### src/rtl/adder4_registered_if.sv
// ----------------------------------------------------------------------------
// adder4_registered_if
//   Operand/result bundle for the registered ripple-carry adder.
//
//   Signals (WIDTH defaults to 4):
//     x      operand A, unsigned                    (master -> slave)
//     y      operand B, unsigned                    (master -> slave)
//     c_in   carry into bit 0                       (master -> slave)
//     sum    registered sum, (x+y+c_in) mod 2^WIDTH (slave -> master)
//     c_out  registered carry out of the MSB        (slave -> master)
//     ovf    registered two's-complement overflow   (slave -> master)
//
//   Modports:
//     master  drives the operands and observes the results (bench / upstream)
//     slave   the adder: samples the operands and drives the results
//
//   Transfer semantics: there is no valid/ready handshake. The master holds
//   x, y and c_in stable around every rising clk edge, and the slave takes a
//   new operand set on every edge. The result of the operands present at edge
//   N is visible after edge N and holds until edge N+1.
// ----------------------------------------------------------------------------
interface adder4_registered_if #(
    parameter int WIDTH = 4
) ();
    logic [WIDTH-1:0] x;
    logic [WIDTH-1:0] y;
    logic             c_in;
    logic [WIDTH-1:0] sum;
    logic             c_out;
    logic             ovf;

    modport master (
        output x,
        output y,
        output c_in,
        input  sum,
        input  c_out,
        input  ovf
    );

    modport slave (
        input  x,
        input  y,
        input  c_in,
        output sum,
        output c_out,
        output ovf
    );
endinterface

### src/rtl/adder4_registered.sv
// ----------------------------------------------------------------------------
// adder4_registered
//   WIDTH-bit binary adder with carry-in and carry-out, built as an explicit
//   ripple chain of full-adder cells, followed by a single register stage.
//   One clock of latency; outputs are glitch-free because they come straight
//   from flops.
//
//   Ports:
//     clk    in   rising-edge clock
//     rst_n  in   asynchronous active-low reset; clears sum, c_out, ovf
//     bus    slave modport of adder4_registered_if
//              x, y, c_in  in   operands and carry-in
//              sum         out  registered (x+y+c_in) mod 2^WIDTH
//              c_out       out  registered carry out of the MSB
//              ovf         out  registered carry-into-MSB ^ carry-out-of-MSB
// ----------------------------------------------------------------------------
module adder4_registered #(
    parameter int WIDTH = 4
) (
    input  logic                clk,
    input  logic                rst_n,
    adder4_registered_if.slave  bus
);

    // carry[i] is the carry into bit i; carry[WIDTH] is the carry out of the MSB.
    logic [WIDTH:0]   carry;
    logic [WIDTH-1:0] sum_comb;

    logic [WIDTH-1:0] sum_q;
    logic             c_out_q;
    logic             ovf_q;

    // Ripple-carry chain of full-adder cells, no lookahead.
    always_comb begin
        carry    = '0;
        sum_comb = '0;
        carry[0] = bus.c_in;
        for (int i = 0; i < WIDTH; i++) begin
            sum_comb[i]  = bus.x[i] ^ bus.y[i] ^ carry[i];
            carry[i + 1] = (bus.x[i] & bus.y[i]) | (carry[i] & (bus.x[i] ^ bus.y[i]));
        end
    end

    // Result register. Reset clears immediately, so an in-flight result is
    // discarded and nothing stale can reappear after release.
    always_ff @(posedge clk or negedge rst_n) begin
        if (!rst_n) begin
            sum_q   <= '0;
            c_out_q <= 1'b0;
            ovf_q   <= 1'b0;
        end else begin
            sum_q   <= sum_comb;
            c_out_q <= carry[WIDTH];
            // Signed overflow: carry into the sign bit disagrees with carry out.
            ovf_q   <= carry[WIDTH] ^ carry[WIDTH - 1];
        end
    end

    assign bus.sum   = sum_q;
    assign bus.c_out = c_out_q;
    assign bus.ovf   = ovf_q;

endmodule

### src/flat_wrapper.sv
// flat-port wrapper written by rule: the top's interface ports become plain ports
module adder4_registered_flat 
#(
    parameter int WIDTH = 4
)
  (clk, rst_n, bus_x, bus_y, bus_c_in, bus_sum, bus_c_out, bus_ovf);
  adder4_registered_if #(.WIDTH(WIDTH)) bus_i ();
  input  logic clk;
  input  logic rst_n;
  input wire logic [$bits(bus_i.x)-1:0] bus_x;
  input wire logic [$bits(bus_i.y)-1:0] bus_y;
  input wire logic [$bits(bus_i.c_in)-1:0] bus_c_in;
  output wire logic [$bits(bus_i.sum)-1:0] bus_sum;
  output wire logic [$bits(bus_i.c_out)-1:0] bus_c_out;
  output wire logic [$bits(bus_i.ovf)-1:0] bus_ovf;
  assign bus_i.x = bus_x;
  assign bus_i.y = bus_y;
  assign bus_i.c_in = bus_c_in;
  assign bus_sum = bus_i.sum;
  assign bus_c_out = bus_i.c_out;
  assign bus_ovf = bus_i.ovf;
  adder4_registered #(.WIDTH(WIDTH)) u_core (.clk(clk), .rst_n(rst_n), .bus(bus_i));
endmodule
### config.mk
export PLATFORM = sky130hd
export DESIGN_NAME = adder4_registered_flat
export DESIGN_NICKNAME = d
export VERILOG_FILES = /design/src/rtl/adder4_registered_if.sv /design/src/rtl/adder4_registered.sv /design/src/flat_wrapper.sv
export SDC_FILE = /design/constraint.sdc
export NUM_CORES = 1
export LEC_CHECK = 0
export ABC_AREA = 0
export CAP_MARGIN = 10
export CORE_AREA = 2 2 39 41
export CTS_BUF_LIST = sky130_fd_sc_hd__clkbuf_4
export DETAILED_ROUTE_END_ITERATION = 8
export DIE_AREA = 0 0 41 43
export PLACE_DENSITY = 0.55
export SLEW_MARGIN = 20
export SYNTH_ARGS = -nofsm -noshare
export SYNTH_HDL_FRONTEND = slang
export SYNTH_SLANG_ARGS = --single-unit
### constraint.sdc
create_clock -name clk -period 0.81 [get_ports clk]
set_input_delay 0.162 -clock clk [delete_from_list [all_inputs] [get_ports clk]]
set_output_delay 0.162 -clock clk [all_outputs]
set_load 0.005 [all_outputs]
==> impl_metrics.yaml <==
clocking:
  cts_root_buf: "clkbuf_4"
  cts_buffer_depth: 2
  ctsHoldBuffers: 0
  path_clk_slew_ns: 0.04
  cts_made_buffers: 3
  cts_tree: "done"
  postCtsSetupBuffers: 0
  cts.htree.levels: 1
  cts_sinks: 6
place:
  place.gp.congestion: 0.568
  dpl.hpwl_um: 329
  place_ws_ns: -1.40
  placed_cell_area_um2: 474
  placed_cells_incl_taps: 54
  port_buffers: 16
layout:
  utilization: 0.334
  areaGrowthSynthToFinish_pct: 67.0
  design_area_um2: 462
  drive_gt1_frac: 0.561
  nets: 58
  diodes: 0
  fin_cells: 57
global_route:
  antenna_found_initial: 0
  grt_pass1_wl_um: 641
  grt-ovfl-total: 0
  first_global_vias: 199
  grt_use_total: 0.0620
  grt_max_degree: 7
status:
  violations: "negative setup slack"
  status: "finished, violations left"
synth:
  synth_area_um2: 277
  synth_mux_area_frac: 0
  synth_area_per_cell_um2: 13.2
  synth_fa_ha_area_frac: 0.290
  synth_nets: 36
  synth_compound_area_frac: 0
  yosysWarnings: 0
  ys_types: 4
  synthSimpleGateAreaFrac: 0
  synth-seq-area-share: 0.543
  synthXorXnorAreaFrac: 0.0317
  synth_top_family_by_area: "adder cells"
  synth_seq_cells: 6
  synthCells: 21
drt:
  routed-via-count: 203
  wl_um: 377
  drc: 0
  firstDrtPassIters: 1
  wl_per_cell_um: 6.61
  drt_iter0_markers: 0
  via_per_inst: 3.56
  final_antenna_net_count: 0
timing:
  finalCritPeriodShare: 1.98
  relSlewSlack: 0.834
  hold_violations: 0
  tightest_slew_ns: 0.248
  finalSetupViolCount: 11
  rsz0062_at_grt: "yes"
  final.min_clock_period_ns: 1.60
  setup_tns_ns: -2.96
  whs_ns: 0.155
  max_freq_mhz: 624
  timing.final.ws_setup_ns: -0.793
  drv_slew: 0
worst_setup_path:
  crit_arrival_ns: 1.78
  slowest_delay_ns: 0.42
  cp_max_fo: 2
  crit_chain: "buf_6, fa_2, inv_2, fa_2, inv_2, fa_2, inv_2, fa_2, inv_2"
  crit_slowest_cell: "fa_2"
  crit_type: "in2reg"
  worst_setup_path_end_kind: "flip-flop"
  cp_data_required_time_ns: 0.99
  cpLargestDelayFamily: "adder cells"
  cp-start-kind: "primary input"
  worst-path-buf-inv: 5
floorplan:
  die_x_um: 41
  rows: 14
  dieArea_mm2: 0.00176
  die-height_um: 43
  coreArea_mm2: 0.00138
  start_util: 0.200
  num_io_pins: 17
power:
  leakage_nw: 0.233
  ir_drop_v: 0.000467
  power.density_mw_per_mm2: 1770
  power_uw: 815
flow_run:
  maxCapViolations: 0
min_path:
  hold_path.class: "in2async"
==> cell usage after synthesis <==
cell type | count | area share
fa_1 | 4 | 0.29
dfrtp_1 | 6 | 0.54
xnor2_1 | 1 | 0.032
inv_1 | 10 | 0.14
==> cell families after synthesis <==
kind of cell and Yosys count:
buf+inv 10, flops 6, fa+ha+maj 4, xor+xnor 1
==> metal layers <==
layer  track usage  wire length [um]
met1        0.0468               106
met2        0.0875               179
met3       0.00524                60
met4         0.120                31
met5             0                 0
==> power breakdown <==
part	leakage (nW)	switching, mW	internal [mW]
Sequential	0.0699	0.00951	0.351
Clock	0.0138	0.0911	0.166
Combinational	0.149	0.0812	0.116
Total	0.233	0.182	0.633
==> path summary, 6_finish.rpt <==
path                                          endpoint      from  slack [ns]  cells past startpoint
setup / recovery           u_core.bus.sum[3]$_DFF_PN0_  bus_c_in       -0.79                      9
max in group asynchronous  u_core.bus.sum[0]$_DFF_PN0_     rst_n        0.45                      1
hold / removal              u_core.bus.c_out$_DFF_PN0_     rst_n        0.15                      1
min in group clk           u_core.bus.sum[0]$_DFF_PN0_  bus_x[0]        0.20                      2
==> placed cells by master (no fill, tap or decap) <==
cell type,synthesis,layout
buf_2,0,7
inv_2,0,6
dfrtp_1,6,6
clkdlybuf4s50_1,0,5
inv_1,10,4
fa_2,0,4
clkbuf_4,0,3
buf_6,0,2
dlygate4sd2_1,0,2
xnor2_1,1,1
buf_4,0,1
==> state kept, by name (all words and copies together) (netlist names) <==
name	flops
u_core.bus.c_out	1
u_core.bus.sum	4
u_core.bus.ovf	1
==> layout make-up <==
cell class | instances | area, um2
Clock buffer | 3 | 22.5
Fill cell | 161 | 922
Inverter | 10 | 37.5
Multi-Input combinational cell | 5 | 98.8
Sequential cell | 6 | 150
Tap cell | 16 | 20.0
Timing Repair Buffer | 17 | 133
==> repair_timing <==
item / CTS / global route
pin swaps: 4 / 4
setup endpoints to repair: 12 / 11
cloned: 0 / 0
gates resized for setup: 39 / 3
Power figures use the tool's default switching activity.
